## src/rtl/lib_arbiter_pkg.sv

```systemverilog
// Shared types and default geometry for the event readout sequencer.
// Only the state encoding and default array size live here.
package lib_arbiter_pkg;

    localparam int DEF_ROWS = 4;
    localparam int DEF_COLS = 4;
    localparam int DEF_TS_W = 16;

    typedef enum logic [2:0] {
        ST_IDLE,
        ST_REFRESH,
        ST_ROW_REQ,
        ST_ROW_WAIT,
        ST_COL_SCAN,
        ST_DONE
    } readout_state_e;

endpackage

```

## src/rtl/col_first_set.sv

```systemverilog
// Lowest-set-bit encoder for one snapshot row.
// Column 0 has the highest priority; any_o flags a non-empty row.
module col_first_set #(
    parameter int COLS    = 4,
    parameter int COL_ADD = 2
) (
    input  logic [COLS-1:0]    bits_i,
    output logic [COL_ADD-1:0] index_o,
    output logic               any_o
);

    // Walking down from the top leaves the lowest set column as the final winner.
    always_comb begin
        index_o = '0;
        any_o   = 1'b0;
        for (int c = COLS - 1; c >= 0; c--) begin
            if (bits_i[c]) begin
                index_o = COL_ADD'(c);
                any_o   = 1'b1;
            end
        end
    end

endmodule

```

## src/rtl/event_readout_ctrl.sv

```systemverilog
// Frame readout sequencer: snapshots the event matrix, drives the row arbiter, streams (row, col).
// Optional build macro EVT_TIMESTAMP_EN adds a frame timestamp output evt_ts_o.
//
// state     | meaning
// ----------+-----------------------------------------------------------
// IDLE      | waiting for start_i; snapshot taken on start
// REFRESH   | one-cycle row_refresh_o to re-init the arbiter mask
// ROW_REQ   | advance the arbiter, or finish when no rows are pending
// ROW_WAIT  | capture the granted row index
// COL_SCAN  | emit events of the selected row, lowest column first
// DONE      | one-cycle frame_done_o
module event_readout_ctrl
    import lib_arbiter_pkg::*;
#(
    parameter int ROWS    = DEF_ROWS,
    parameter int COLS    = DEF_COLS,
    parameter int ROW_ADD = $clog2(ROWS),
    parameter int COL_ADD = $clog2(COLS)
`ifdef EVT_TIMESTAMP_EN
    ,
    parameter int TS_W    = DEF_TS_W
`endif
) (
    input  logic                 clk_i,
    input  logic                 reset_i,
    input  logic                 start_i,
    input  logic [ROWS*COLS-1:0] events_i,
    output logic [ROWS-1:0]      row_req_o,
    output logic                 row_enable_o,
    output logic                 row_refresh_o,
    input  logic [ROW_ADD-1:0]   row_xadd_i,
    output logic                 evt_valid_o,
    input  logic                 evt_ready_i,
    output logic [ROW_ADD-1:0]   evt_row_o,
    output logic [COL_ADD-1:0]   evt_col_o,
    output logic                 busy_o,
    output logic                 frame_done_o
`ifdef EVT_TIMESTAMP_EN
    ,
    output logic [TS_W-1:0]      evt_ts_o
`endif
);

    readout_state_e state_q, state_d;

    logic [ROWS*COLS-1:0] evt_ff;
    logic [ROWS*COLS-1:0] clear_mask;
    logic [ROW_ADD-1:0]   row_sel;
    logic [COLS-1:0]      row_bits;
    logic [COLS-1:0]      col_onehot;
    logic [COL_ADD-1:0]   col_idx;
    logic                 col_any;
    logic                 grant_nonempty;
    logic                 evt_hs;

    // Request vector shrinks as rows drain, so a served row is never re-granted.
    always_comb begin
        row_req_o = '0;
        for (int r = 0; r < ROWS; r++) begin
            row_req_o[r] = |evt_ff[r*COLS +: COLS];
        end
    end

    always_comb begin
        row_bits       = '0;
        grant_nonempty = 1'b0;
        for (int r = 0; r < ROWS; r++) begin
            if (row_sel == ROW_ADD'(r)) begin
                row_bits = evt_ff[r*COLS +: COLS];
            end
            if (row_xadd_i == ROW_ADD'(r)) begin
                grant_nonempty = row_req_o[r];
            end
        end
    end

    col_first_set #(
        .COLS    (COLS),
        .COL_ADD (COL_ADD)
    ) u_col_first_set (
        .bits_i  (row_bits),
        .index_o (col_idx),
        .any_o   (col_any)
    );

    always_comb begin
        col_onehot = COLS'(1) << col_idx;
        clear_mask = '0;
        for (int r = 0; r < ROWS; r++) begin
            if (row_sel == ROW_ADD'(r)) begin
                clear_mask[r*COLS +: COLS] = col_onehot;
            end
        end
    end

    always_comb begin
        state_d       = state_q;
        row_refresh_o = 1'b0;
        row_enable_o  = 1'b0;
        evt_valid_o   = 1'b0;
        evt_row_o     = '0;
        evt_col_o     = '0;
        frame_done_o  = 1'b0;
        busy_o        = (state_q != ST_IDLE);
        evt_hs        = 1'b0;
        case (state_q)
            ST_IDLE: begin
                if (start_i) state_d = ST_REFRESH;
            end
            ST_REFRESH: begin
                row_refresh_o = 1'b1;
                state_d       = ST_ROW_REQ;
            end
            ST_ROW_REQ: begin
                if (row_req_o == '0) begin
                    state_d = ST_DONE;
                end else begin
                    row_enable_o = 1'b1;
                    state_d      = ST_ROW_WAIT;
                end
            end
            ST_ROW_WAIT: begin
                state_d = grant_nonempty ? ST_COL_SCAN : ST_ROW_REQ;
            end
            ST_COL_SCAN: begin
                evt_valid_o = col_any;
                evt_row_o   = row_sel;
                evt_col_o   = col_idx;
                evt_hs      = col_any && evt_ready_i;
                if (!col_any) begin
                    state_d = ST_ROW_REQ;
                end else if (evt_hs && ((row_bits & ~col_onehot) == '0)) begin
                    state_d = ST_ROW_REQ;
                end
            end
            ST_DONE: begin
                frame_done_o = 1'b1;
                state_d      = ST_IDLE;
            end
            default: state_d = ST_IDLE;
        endcase
    end

    always_ff @(posedge clk_i or posedge reset_i) begin
        if (reset_i) begin
            state_q <= ST_IDLE;
            evt_ff  <= '0;
            row_sel <= '0;
        end else begin
            state_q <= state_d;
            if (state_q == ST_IDLE && start_i) begin
                evt_ff <= events_i;
            end else if (evt_hs) begin
                evt_ff <= evt_ff & ~clear_mask;
            end
            if (state_q == ST_ROW_WAIT) begin
                row_sel <= row_xadd_i;
            end
        end
    end

`ifdef EVT_TIMESTAMP_EN
    logic [TS_W-1:0] ts_cnt;
    logic [TS_W-1:0] ts_frame;

    always_ff @(posedge clk_i or posedge reset_i) begin
        if (reset_i) begin
            ts_cnt   <= '0;
            ts_frame <= '0;
        end else begin
            ts_cnt <= ts_cnt + 1'b1;
            if (state_q == ST_IDLE && start_i) begin
                ts_frame <= ts_cnt;
            end
        end
    end

    assign evt_ts_o = ts_frame;
`endif

endmodule
```

## config.mk

```make
export PLATFORM = sky130hd
export DESIGN_NAME = event_readout_ctrl
export DESIGN_NICKNAME = d
export VERILOG_FILES = /design/src/rtl/lib_arbiter_pkg.sv /design/src/rtl/col_first_set.sv /design/src/rtl/event_readout_ctrl.sv
export SDC_FILE = /design/constraint.sdc
export NUM_CORES = 1
export LEC_CHECK = 0
export ABC_AREA = 1
export CAP_MARGIN = 40
export CORE_MARGIN = 4
export CORE_UTILIZATION = 55
export CTS_BUF_LIST = sky130_fd_sc_hd__clkbuf_4
export CTS_CLUSTER_SIZE = 16
export DETAILED_ROUTE_END_ITERATION = 10
export GPL_ROUTABILITY_DRIVEN = 0
export MAX_ROUTING_LAYER = met4
export PLACE_DENSITY = 0.9
export SYNTH_ARGS = -nofsm -noshare
export SYNTH_HDL_FRONTEND = slang
export SYNTH_SLANG_ARGS = --single-unit
```

## constraint.sdc

```tcl
create_clock -name clk_i -period 4 [get_ports clk_i]
set_input_delay 0.4 -clock clk_i [delete_from_list [all_inputs] [get_ports clk_i]]
set_output_delay 0.4 -clock clk_i [all_outputs]
set_load 0.03 [all_outputs]
```

==> metrics.md <==
| Metric | Value |
|---|---|
| Post-synth design cell area | 1420 um2 |
| Vias/cell | 5.33 |
| CP delay by family, top | simple AND/OR/NAND/NOR gates |
| Compound-gate portion of the synthesized area | 10.4% |
| Post-synth EDFFs | 0 |
| Sequential area share after synthesis | 37.0% |
| Final setup skew | 3.90 ps |
| Gr usage total | 22.4% |
| Worst hold slack | 532 ps |
| Synth Area in Adders | 0% |
| Final setup fails | 0 |
| Net total in the final layout | 265 |
| WS Path Type | register to output pin |
| Synth top cells by count | nand2_1 (57), nor2_1 (38), dfrtp_1 (21) |
| Worst setup SP type | register |
| CP endpoint kind | output pin |
| Slew headroom | 45.9% |
| First-pass GRT wire length | 5750 um |
| ANT nets after route | 0 |
| 1st-pass router iterations | 5 |
| Die Width | 58.8 um |
| Actual slew at the worst max-slew pin | 810 ps |
| Antenna diodes | 0 |
| Mapped Cells | 208 |
| Crit path max fanout | 14 |
| CTS tree | built |
| Synth top area share | 37.0% |
| Worst reg2reg path startpoint | state_q[0]$_DFFE_PP0P_ |
| Arrival @ worst endpoint | 2390 ps |
| CP Cell Sequence | nor2_2, nand2_1, nand3_2, nand2_4, nor2_8, o21ai_2, nor2_1, clkdlybuf4s50_1 |
| Total number of vias | 1449 |
| Synth Register Bits | 21 |
| Crit-path max cell delay | 680 ps |
| Setup Buffers After CTS | 0 |
| Layout cells sized above 1 | 9.09% |
| Non-Filler Instances | 272 |
| Inserted Clock Buffers | 3 |
| Syn Nets | 230 |
| Asr flop ratio synth | 100% |
| Top-Level Pins | 35 |
| Most common cell in the synthesized netlist | nand2_1 |
| Synth Area in Simple Gates | 44.1% |
| DR DRC count | 0 |
| Input/output buffers | 34 |
| Die height | 58.8 um |
| Clock-pin slew on the worst setup and hold paths | 120 ps |
| Clk sinks | 21 |
| Drt wl/cell | 13.2 um |
| Status | complete, no violations |
| Netlist cell types | 24 |
| Fin area | 1790 um2 |
| Vias in the first global route | 1273 |
| Routed wire length | 3600 um |
| CTS resizes | 0 |
| XOR/XNOR share of the synthesized area | 0% |
| Pin count of the biggest net entering global routing | 22 |
| Iteration-0 DRC Markers | 104 |
| Skew-Pair Late Insertion Delay | 300 ps |
| Filler Cell Count | 201 |
| Largest family of logic cells by synthesized area | simple AND/OR/NAND/NOR gates |
| Die Footprint | 3460 um2 |
| Avg Inst Size Synth | 6.82 um2 |
| Total grt overflow | 0 |
| Hold Buf Count CTS | 0 |
| Top cells by area, synth | dfrtp_1 (37%), nand2_1 (15%), nor2_1 (10%) |
| MaxCap Viol Count | 0 |
| DP Cell Count | 268 |
| Cell Pwr Density | 865 nW/um2 |
| Yosys top cell by area | dfrtp_1 |
| Worst path bufs/invs | 1 |
| FMAX | 0.358 GHz |
| Crit. Startpoint | row_sel[1]$_DFFE_PP0P_ |
| Row cnt | 18 |
| Setup TNS | 0 ps |
| Tmin final | 2790 ps |
| CTS H-Tree Depth | 1 |
| Final Slew Violations | 0 |
| Initial Util | 57.3% |
| CP required | 3600 ps |
| DP Wirelength | 2800 um |
| Ys flop type | dfrtp_1 |
| DP Area | 1770 um2 |
| Static leakage | 0.896 nW |
| Min-delay worst type | input port to async pin |
| Mux cell area share after synthesis | 0% |
| Core Util, Final | 72.4% |
| Final hold viol count | 0 |
| Initial antenna violation count | 0 |
| RSZ-0062 raised after global routing | no |
| Tcrit/Tclk final | 69.8% |
| Ys Warns | 0 |
| CTS root buffer | clkbuf_4 |
| IR drop worst, VDD | 0.000733 V |
| Max Root-Sink Buffers | 2 |
| Synth-to-Final Area Change | 26.5% |
| Slowest cell on the critical path | clkdlybuf4s50_1 |
| Core area | 2480 um2 |
[cell type report]
type,count,area [um2],area share (%)
Clock inverter,1,5.00,0.279
Tap cell,30,37.5,2.09
Multi-Input combinational cell,159,773,43.1
Sequential cell,21,526,29.3
Timing Repair Buffer,34,340,19.0
Clock buffer,3,22.5,1.26
Inverter,24,90.1,5.02
[placed cells by master, fill, tap and decap left out]
cell type | netlist | routed
nand2_4 | 2 | 2
nor2_1 | 38 | 38
nand4_2 | 4 | 4
nor3_1 | 1 | 1
o21ai_2 | 1 | 1
clkinv_2 | 0 | 1
nand4_4 | 1 | 1
nand2_1 | 57 | 57
nand3_1 | 18 | 18
o22ai_1 | 1 | 1
o21ai_1 | 16 | 16
nor2_8 | 1 | 1
nand4_1 | 3 | 3
nand2_2 | 2 | 2
dfrtp_1 | 21 | 21
nor2_2 | 3 | 3
inv_2 | 3 | 3
a211oi_1 | 1 | 1
clkdlybuf4s50_1 | 0 | 34
a21oi_1 | 2 | 2
o21ai_0 | 7 | 7
clkbuf_4 | 0 | 3
nand3_2 | 1 | 1
clkinv_1 | 1 | 1
inv_1 | 20 | 20
[per-stage QoR]
stage	setup slack (ps)	total power, W
floorplan	1990	0.00117
global placement	1630	0.00142
detailed placement	1550	0.00144
CTS	1210	0.00154
global route	1020	0.00168
finish	1210	0.00155
[cells by family after synthesis]
kind of cell,count (synthesis)
AO/OA/AOI/OAI,28
AND/OR/NAND/NOR,131
flip-flops,21
buffers and inverters,28
[registers in the layout (all words and copies together) (netlist names)]
signal and flops:
state_q 3, row_sel 2, evt_ff 16
[per-layer routing]
metal / wire [um] / share of wire [%] / global-route usage (%)
met4: 76 / 2.1 / 7.44
met2: 1710 / 48 / 35.5
met1: 1480 / 41 / 30.2
met5: 0 / 0 / -
met3: 331 / 9.2 / 2.19
[power by group]
part	total, W	internal [W]	leakage, nW	switching (W)
combinational	0.00102	0.000345	0.617	0.000670
sequential	0.000432	0.000315	0.261	0.000117
clock	0.000105	0.0000373	0.0177	0.0000679
[worst register-to-register path: stages, from the launching register on]
cell	delay, ps
dfrtp_1	440
nor2_1	190
nand2_1	110
nor2_2	470
inv_1	400
nand2_1	180
o21ai_1	80
[path summary, 6_finish.rpt]
check                           cells past startpoint  slack, ps                endpoint
worst max-delay path                                8       1210            evt_col_o[1]
worst min-delay path                                2        530  evt_ff[12]$_DFFE_PP0P_
worst max register to register                      6       2040  evt_ff[13]$_DFFE_PP0P_
worst min register to register                      2        550  evt_ff[11]$_DFFE_PP0P_
max in group asynchronous                           2       2960   evt_ff[1]$_DFFE_PP0P_
min in group clk_i                                  2        550  evt_ff[11]$_DFFE_PP0P_
(Power assumes the default switching activity.)
